===== config.mk =====
export PLATFORM = sky130hd
export DESIGN_NAME = text_pixel_pipeline
export DESIGN_NICKNAME = d
export VERILOG_FILES = /design/src/rtl/gpu_pkg.sv /design/src/rtl/gpu_regfile.sv /design/src/rtl/text_pixel_pipeline.sv
export SDC_FILE = /design/constraint.sdc
export NUM_CORES = 1
export LEC_CHECK = 0
export CAP_MARGIN = 0
export CORE_MARGIN = 2
export CORE_UTILIZATION = 50
export CTS_CLUSTER_SIZE = 30
export DETAILED_ROUTE_END_ITERATION = 7
export GPL_ROUTABILITY_DRIVEN = 0
export PLACE_DENSITY = 0.76
export SYNTH_ARGS = -nofsm -noshare
export SYNTH_HDL_FRONTEND = slang
export SYNTH_SLANG_ARGS = --single-unit

===== constraint.sdc =====
create_clock -name clk -period 2.6 [get_ports clk]
set_input_delay 0.65 -clock clk [delete_from_list [all_inputs] [get_ports clk]]
set_output_delay 0.65 -clock clk [all_outputs]
set_load 0.03 [all_outputs]

===== src/rtl/gpu_pkg.sv =====
// -----------------------------------------------------------------------------
// gpu_pkg
// Shared definitions for the text-mode pixel pipeline: IO command codes, reset
// colors, cursor geometry, the register-file record and a color helper.
// -----------------------------------------------------------------------------
package gpu_pkg;

    // IO command codes carried in io_data_i[15:8].
    localparam logic [7:0] CMD_BG      = 8'h00;
    localparam logic [7:0] CMD_FG      = 8'h02;
    localparam logic [7:0] CMD_MODE    = 8'h04;
    localparam logic [7:0] CMD_CUR_COL = 8'h08;
    localparam logic [7:0] CMD_CUR_ROW = 8'h09;
    localparam logic [7:0] CMD_CUR_EN  = 8'h0A;

    localparam logic [7:0] RESET_BG = 8'h00;
    localparam logic [7:0] RESET_FG = 8'hFF;

    // Cursor is drawn on the bottom CURSOR_HEIGHT glyph rows of its cell.
    localparam int CURSOR_HEIGHT = 2;

    typedef enum logic {
        MODE_GLOBAL = 1'b0,  // fg/bg come from the color registers
        MODE_CELL   = 1'b1   // fg/bg come from the cell attribute byte
    } color_mode_e;

    // Full programmable register set (shadow and active copies).
    typedef struct packed {
        logic [7:0]  bg;
        logic [7:0]  fg;
        color_mode_e mode;
        logic [7:0]  cur_col;
        logic [7:0]  cur_row;
        logic        cur_en;
    } gpu_regs_t;

    // Color context snapshotted with each pixel as it enters the pipeline.
    typedef struct packed {
        logic [7:0]  bg;
        logic [7:0]  fg;
        color_mode_e mode;
    } color_ctx_t;

    localparam gpu_regs_t REGS_RESET = '{
        bg:      RESET_BG,
        fg:      RESET_FG,
        mode:    MODE_GLOBAL,
        cur_col: 8'd0,
        cur_row: 8'd0,
        cur_en:  1'b0
    };

    // Expand a 4-bit attribute color into an 8-bit palette value.
    function automatic logic [7:0] dup_nibble(input logic [3:0] n);
        return {n, n};
    endfunction

endpackage


===== src/rtl/gpu_regfile.sv =====
// -----------------------------------------------------------------------------
// gpu_regfile
// IO-programmable register file with shadow/active copies plus the cursor
// blink timer. Writes land in the shadow set immediately; the active set is
// refreshed from the shadow set on each frame_start_i so that the picture never
// changes mid-frame.
//
// Ports
//   clk, rst        : clock, synchronous active-high reset
//   io_we_i         : register write strobe
//   io_data_i[15:0] : {cmd[7:0], value[7:0]}
//   frame_start_i   : one-cycle pulse at frame start
//   active_o        : active register set used by the pixel pipeline
//   blink_on_o      : cursor blink phase (1 = cursor visible)
// -----------------------------------------------------------------------------
module gpu_regfile
    import gpu_pkg::*;
#(
    parameter int BLINK_FRAMES = 30
) (
    input  logic        clk,
    input  logic        rst,
    input  logic        io_we_i,
    input  logic [15:0] io_data_i,
    input  logic        frame_start_i,
    output gpu_regs_t   active_o,
    output logic        blink_on_o
);

    localparam int BW = (BLINK_FRAMES > 1) ? $clog2(BLINK_FRAMES) : 1;

    gpu_regs_t   shadow_q, shadow_d;
    gpu_regs_t   active_q;
    logic [BW-1:0] blink_cnt_q;
    logic        blink_on_q;

    logic [7:0] cmd;
    logic [7:0] value;

    assign cmd   = io_data_i[15:8];
    assign value = io_data_i[7:0];

    // Next shadow state including this cycle's write. Feeding shadow_d (not
    // shadow_q) into the active copy makes a write coinciding with
    // frame_start_i take effect on that same edge.
    always_comb begin
        // NOTE: assigning a full default first keeps every path driven, so no
        // latch is inferred when a command code is not matched.
        shadow_d = shadow_q;
        if (io_we_i) begin
            case (cmd)
                CMD_BG:      shadow_d.bg      = value;
                CMD_FG:      shadow_d.fg      = value;
                CMD_MODE:    shadow_d.mode    = color_mode_e'(value[0]);
                CMD_CUR_COL: shadow_d.cur_col = value;
                CMD_CUR_ROW: shadow_d.cur_row = value;
                CMD_CUR_EN:  shadow_d.cur_en  = value[0];
                default:     ;
            endcase
        end
    end

    // NOTE: non-blocking assignments for all state so every register samples
    // the pre-edge values regardless of statement order.
    always_ff @(posedge clk) begin
        if (rst) begin
            shadow_q    <= REGS_RESET;
            active_q    <= REGS_RESET;
            blink_cnt_q <= '0;
            blink_on_q  <= 1'b1;
        end else begin
            shadow_q <= shadow_d;
            if (frame_start_i) begin
                active_q <= shadow_d;
                if (blink_cnt_q == BW'(BLINK_FRAMES - 1)) begin
                    blink_cnt_q <= '0;
                    blink_on_q  <= ~blink_on_q;
                end else begin
                    blink_cnt_q <= blink_cnt_q + 1'b1;
                end
            end
        end
    end

    assign active_o   = active_q;
    assign blink_on_o = blink_on_q;

endmodule


===== src/rtl/text_pixel_pipeline.sv =====
// -----------------------------------------------------------------------------
// text_pixel_pipeline
// Three-stage, non-stalling text-mode renderer: one pixel in, one color out per
// cycle, three cycles later.
//   S0: split coordinates into cell/offset, register the VRAM address and the
//       cursor hit (evaluated against the active registers at entry).
//   S1: VRAM word arrives; register the font ROM address.
//   S2: font row arrives; pick the glyph bit and register the color.
//
// Ports
//   clk, rst            : clock, synchronous active-high reset
//   pix_valid_i         : pixel request valid
//   pix_x_i, pix_y_i    : pixel coordinates
//   frame_start_i       : one-cycle pulse at frame start
//   vram_addr_o         : cell address row*COLS+col (0 when out of range)
//   vram_data_i         : {attr, char}, valid one cycle after vram_addr_o
//   font_addr_o         : char*CHAR_HEIGHT + glyph row
//   font_data_i         : glyph row, MSB leftmost, valid one cycle after address
//   io_we_i, io_data_i  : register write {cmd, value}
//   pix_valid_o         : pixel valid, 3 cycles after pix_valid_i
//   pix_color_o         : pixel color, held while pix_valid_o is low
// -----------------------------------------------------------------------------
module text_pixel_pipeline
    import gpu_pkg::*;
#(
    parameter int CHAR_WIDTH   = 8,
    parameter int CHAR_HEIGHT  = 16,
    parameter int COLS         = 80,
    parameter int ROWS         = 30,
    parameter int BLINK_FRAMES = 30
) (
    input  logic        clk,
    input  logic        rst,
    input  logic        pix_valid_i,
    input  logic [9:0]  pix_x_i,
    input  logic [9:0]  pix_y_i,
    input  logic        frame_start_i,
    output logic [11:0] vram_addr_o,
    input  logic [15:0] vram_data_i,
    output logic [11:0] font_addr_o,
    input  logic [7:0]  font_data_i,
    input  logic        io_we_i,
    input  logic [15:0] io_data_i,
    output logic        pix_valid_o,
    output logic [7:0]  pix_color_o
);

    localparam int XW = $clog2(CHAR_WIDTH);
    localparam int YW = $clog2(CHAR_HEIGHT);
    localparam int CW = 10 - XW;
    localparam int RW = 10 - YW;

    gpu_regs_t regs;
    logic      blink_on;

    gpu_regfile #(
        .BLINK_FRAMES (BLINK_FRAMES)
    ) u_regfile (
        .clk           (clk),
        .rst           (rst),
        .io_we_i       (io_we_i),
        .io_data_i     (io_data_i),
        .frame_start_i (frame_start_i),
        .active_o      (regs),
        .blink_on_o    (blink_on)
    );

    // ---------------- S0: coordinate split and VRAM address ----------------
    logic [CW-1:0] col;
    logic [RW-1:0] row;
    logic [XW-1:0] x_off;
    logic [YW-1:0] y_off;
    logic          in_range;
    logic          cursor_hit;
    logic [11:0]   vram_addr_d;

    assign col   = pix_x_i[9:XW];
    assign row   = pix_y_i[9:YW];
    assign x_off = pix_x_i[XW-1:0];
    assign y_off = pix_y_i[YW-1:0];

    assign in_range    = (int'(col) < COLS) && (int'(row) < ROWS);
    assign vram_addr_d = in_range ? 12'(int'(row) * COLS + int'(col)) : 12'd0;

    // Evaluated at entry so a later active-register update cannot affect
    // pixels already in flight.
    assign cursor_hit = regs.cur_en && blink_on
                     && (8'(col) == regs.cur_col) && (8'(row) == regs.cur_row)
                     && (int'(y_off) >= CHAR_HEIGHT - CURSOR_HEIGHT)
                     && in_range;

    logic          s0_valid_q;
    logic [11:0]   vram_addr_q;
    logic [XW-1:0] s0_x_off_q;
    logic [YW-1:0] s0_y_off_q;
    logic          s0_in_range_q;
    logic          s0_cursor_q;
    color_ctx_t    s0_ctx_q;

    // ---------------- S1: font address ----------------
    logic [11:0]   font_addr_d;
    assign font_addr_d = 12'(int'(vram_data_i[7:0]) * CHAR_HEIGHT + int'(s0_y_off_q));

    logic          s1_valid_q;
    logic [11:0]   font_addr_q;
    logic [XW-1:0] s1_x_off_q;
    logic          s1_in_range_q;
    logic          s1_cursor_q;
    color_ctx_t    s1_ctx_q;
    logic [7:0]    s1_attr_q;

    // ---------------- S2: color selection ----------------
    logic [XW-1:0] bit_idx;
    logic          lit;
    logic [7:0]    fg_sel;
    logic [7:0]    bg_sel;
    logic [7:0]    color_d;

    assign bit_idx = XW'(CHAR_WIDTH - 1) - s1_x_off_q;
    assign lit     = font_data_i[bit_idx];
    assign fg_sel  = (s1_ctx_q.mode == MODE_CELL) ? dup_nibble(s1_attr_q[3:0]) : s1_ctx_q.fg;
    assign bg_sel  = (s1_ctx_q.mode == MODE_CELL) ? dup_nibble(s1_attr_q[7:4]) : s1_ctx_q.bg;

    // Out-of-range pixels always show the active global background.
    assign color_d = !s1_in_range_q            ? s1_ctx_q.bg :
                     (s1_cursor_q || lit)      ? fg_sel      : bg_sel;

    logic          pix_valid_q;
    logic [7:0]    pix_color_q;

    // Control path and visible outputs: reset so in-flight pixels are dropped.
    always_ff @(posedge clk) begin
        if (rst) begin
            s0_valid_q  <= 1'b0;
            vram_addr_q <= '0;
            s1_valid_q  <= 1'b0;
            font_addr_q <= '0;
            pix_valid_q <= 1'b0;
            pix_color_q <= '0;
        end else begin
            s0_valid_q  <= pix_valid_i;
            vram_addr_q <= vram_addr_d;
            s1_valid_q  <= s0_valid_q;
            font_addr_q <= font_addr_d;
            pix_valid_q <= s1_valid_q;
            if (s1_valid_q) begin
                pix_color_q <= color_d;
            end
        end
    end

    // NOTE: the per-pixel side data needs no reset; it is only ever consumed
    // alongside a valid bit, and the valid bits are reset above.
    always_ff @(posedge clk) begin
        s0_x_off_q    <= x_off;
        s0_y_off_q    <= y_off;
        s0_in_range_q <= in_range;
        s0_cursor_q   <= cursor_hit;
        s0_ctx_q      <= '{bg: regs.bg, fg: regs.fg, mode: regs.mode};

        s1_x_off_q    <= s0_x_off_q;
        s1_in_range_q <= s0_in_range_q;
        s1_cursor_q   <= s0_cursor_q;
        s1_ctx_q      <= s0_ctx_q;
        s1_attr_q     <= vram_data_i[15:8];
    end

    assign vram_addr_o = vram_addr_q;
    assign font_addr_o = font_addr_q;
    assign pix_valid_o = pix_valid_q;
    assign pix_color_o = pix_color_q;

endmodule


==> impl_metrics.toml <==
[layout]
area_delta_synth_final_pct = 32.9
final_util = 0.675
antenna_cells = 0
layout-drive-gt1-share = 0.122
fillers = 868
final_cells = 790
fin_nets = 714

[timing]
finalHoldViolCount = 0
period_share = 0.987
tns_ns = 0
max-slew-margin-rel = 0.410
fmax_mhz = 390
holdWs_ns = 0.325
post-route-min-period_ns = 2.57
finalSetupViolCount = 0
worst_pin_slew_ns = 0.884
rsz0062_at_grt = "no"
clock_skew_ns = 0.00717
slew_violations = 0

[clocking]
clk_pin_slew_worst_paths_ns = 0.06
cts_buffer_depth = 2
cts.sinks = 165
h-tree-depth = 4
cts_root_buf = "clkbuf_16"
cts_hold_buf = 0
post-cts-setup-buffers = 0
worstSkewPairLatency_ns = 0.42
cts_tree = "yes"
post_cts_resized = 1
cts_buffers = 17

[route]
drt_wl_total_mm = 12.0
antenna_left = 0
num_vias = 4075
vias_per_cell = 5.16
firstDrtPassIters = 6
routedWlPerCell_um = 15.1
drt_iter0_drc = 208
drc = 0

[die]
rows = 39
coreArea_um2 = 11300
initial_core_util = 0.507
ios = 98
die_w_um = 111
dieArea_um2 = 12300
die_h_um = 111

[logic_synthesis]
seq_area_frac_synth = 0.577
synth_warnings = 0
yosysUniqueCellTypes = 45
synth_edf_count = 0
dominantRegCellSynth = "dfxtp_1"
synth_area_um2 = 5720
avgSynthCellArea_um2 = 11.1
synthArstFlopShare = 0
synth-seq-cells = 165
synth_fp_nets = 596
syn_inst = 516

[pwr]
total_power_mw = 5.67
peakVddDrop_mv = 0.622
p_leak_nw = 2.96
powerDensity_nw_per_um2 = 746

[worst_setup_path]
ff2ff_path_depth = 5
arrival_ns = 2.87
start_kind = "primary input"
critPathKind = "primary input to flip-flop"
worstPathRequired_ns = 2.91
end_kind = "flip-flop"
path_max_fanout = 2
rrSetupSlack_ns = 0.38

[worst_hold_path]
hold_depth = 0
hp-class = "flip-flop to flip-flop"

[global_routing]
track_usage = 0.204
grt_pass1_vias = 4110
grt_max_degree = 37
grt_pass1_wl_mm = 20.1
antenna_found_initial = 0
gr-total-overflow = 0

[placed_design]
portBuffers = 97
dpl.cell_count = 758
dp_hpwl_mm = 8.64

[run]
drv_cap = 0

[run_status]
outcome = "completed"
state kept, by name, summed over array words and instances (netlist names):
signal	cells
u_regfile.active_o	34
u_regfile.shadow_q	34
s0_ctx_q	17
s1_ctx_q	17
font_addr_o	12
vram_addr_o	12
pix_color_o	8
s1_attr_q	8
u_regfile.blink_cnt_q	5
s0_y_off_q	4
s0_x_off_q	3
s1_x_off_q	3
pix_valid_o	1
s0_cursor_q	1
s0_in_range_q	1
s0_valid_q	1
s1_cursor_q	1
s1_in_range_q	1
s1_valid_q	1
u_regfile.blink_on_o	1
cells by family (layout without fill, tap and decap cells):
group,after synthesis,in the layout,share of synthesized area
flops,165,165,0.577
simple gates,142,142,0.130
compound gates,70,70,0.0803
mux,64,64,0.116
buf+inv,36,167,0.0243
xor+xnor,24,24,0.0367
fa+ha+maj,15,15,0.0354
where the power goes:
group / internal [mW] / switching, mW
logic: 0.286 / 0.254
registers: 2.61 / 0.0476
clock network: 1.44 / 1.03
through the flow:
step | area [µm²] | setup slack [ns]
2_1_floorplan | 5720 | 0.266
3_3_place_gp | 7000 | -0.276
3_5_place_dp | 7000 | -0.435
4_1_cts | 7600 | 0.00164
5_1_grt | 7600 | 0.0141
6_report | 7600 | 0.0346
cell usage in the layout (no fill, tap or decap), types with 13 or more instances in the layout:
master and n:
ha_1 13, xor2_1 14, dfxtp_1 165, mux2i_1 54, clkdlybuf4s50_1 95, a211oi_1 27
clkbuf_16 17, buf_4 24, nor2_1 67, nor2b_1 20
worst max-delay path, cell delays in order:
cell             delay [ns]
clkdlybuf4s50_1        0.46
ha_1                   0.32
ha_1                   0.18
inv_1                  0.07
fa_2                   0.35
nor2b_1                0.14
o21ai_1                0.09
nor3b_2                0.17
o21a_1                 0.18
mux2_2                 0.26
cell usage after synthesis (2+ instances only):
master | n | area share
a211oi_1 | 27 | 0.035
a21o_1 | 2 | 0.0026
a21oi_1 | 11 | 0.0096
a22oi_1 | 7 | 0.0092
and2_1 | 5 | 0.0055
buf_1 | 5 | 0.0033
buf_2 | 2 | 0.0017
clkbuf_1 | 17 | 0.011
dfxtp_1 | 165 | 0.58
fa_1 | 2 | 0.0070
ha_1 | 13 | 0.028
inv_1 | 10 | 0.0066
mux2_2 | 9 | 0.018
mux2i_1 | 54 | 0.094
nand2_1 | 5 | 0.0033
nand2b_1 | 10 | 0.011
nand4_1 | 5 | 0.0055
nor2_1 | 67 | 0.044
nor2b_1 | 20 | 0.022
nor3_1 | 11 | 0.0096
nor3b_1 | 2 | 0.0026
nor4_1 | 3 | 0.0033
o21ai_0 | 12 | 0.010
o22ai_1 | 8 | 0.0087
or2_2 | 2 | 0.0022
xnor2_1 | 10 | 0.015
xor2_1 | 14 | 0.021
final timing paths:
path                      to          start
max reg2reg   pix_color_o[0]  s1_x_off_q[2]
min            s1_in_range_q  s0_in_range_q
max          vram_addr_o[11]     pix_y_i[5]
min reg2reg    s1_in_range_q  s0_in_range_q
cell type report:
type                    instances  area, µm²  area share
inverters                      11       41.3     0.00543
clock inverters                14        164      0.0216
well taps                     143        179      0.0235
repair buffers                124       1200       0.158
clock buffers                  18        429      0.0564
flip-flops and latches        165       3300       0.434
multi-input cells             315       2290       0.301
routing by layer:
layer / routed length [µm] / share of wire / track usage / vias up
met3: 643 / 0.054 / 0.0656 / 17
met4: 259 / 0.022 / 0.0767 / 0
met2: 5830 / 0.49 / 0.343 / 113
li1: - / - / - / 2027
met5: 0 / 0 / 0 / -
met1: 5220 / 0.44 / 0.245 / 1918
Note: power is estimated with default switching activity, not from simulation.
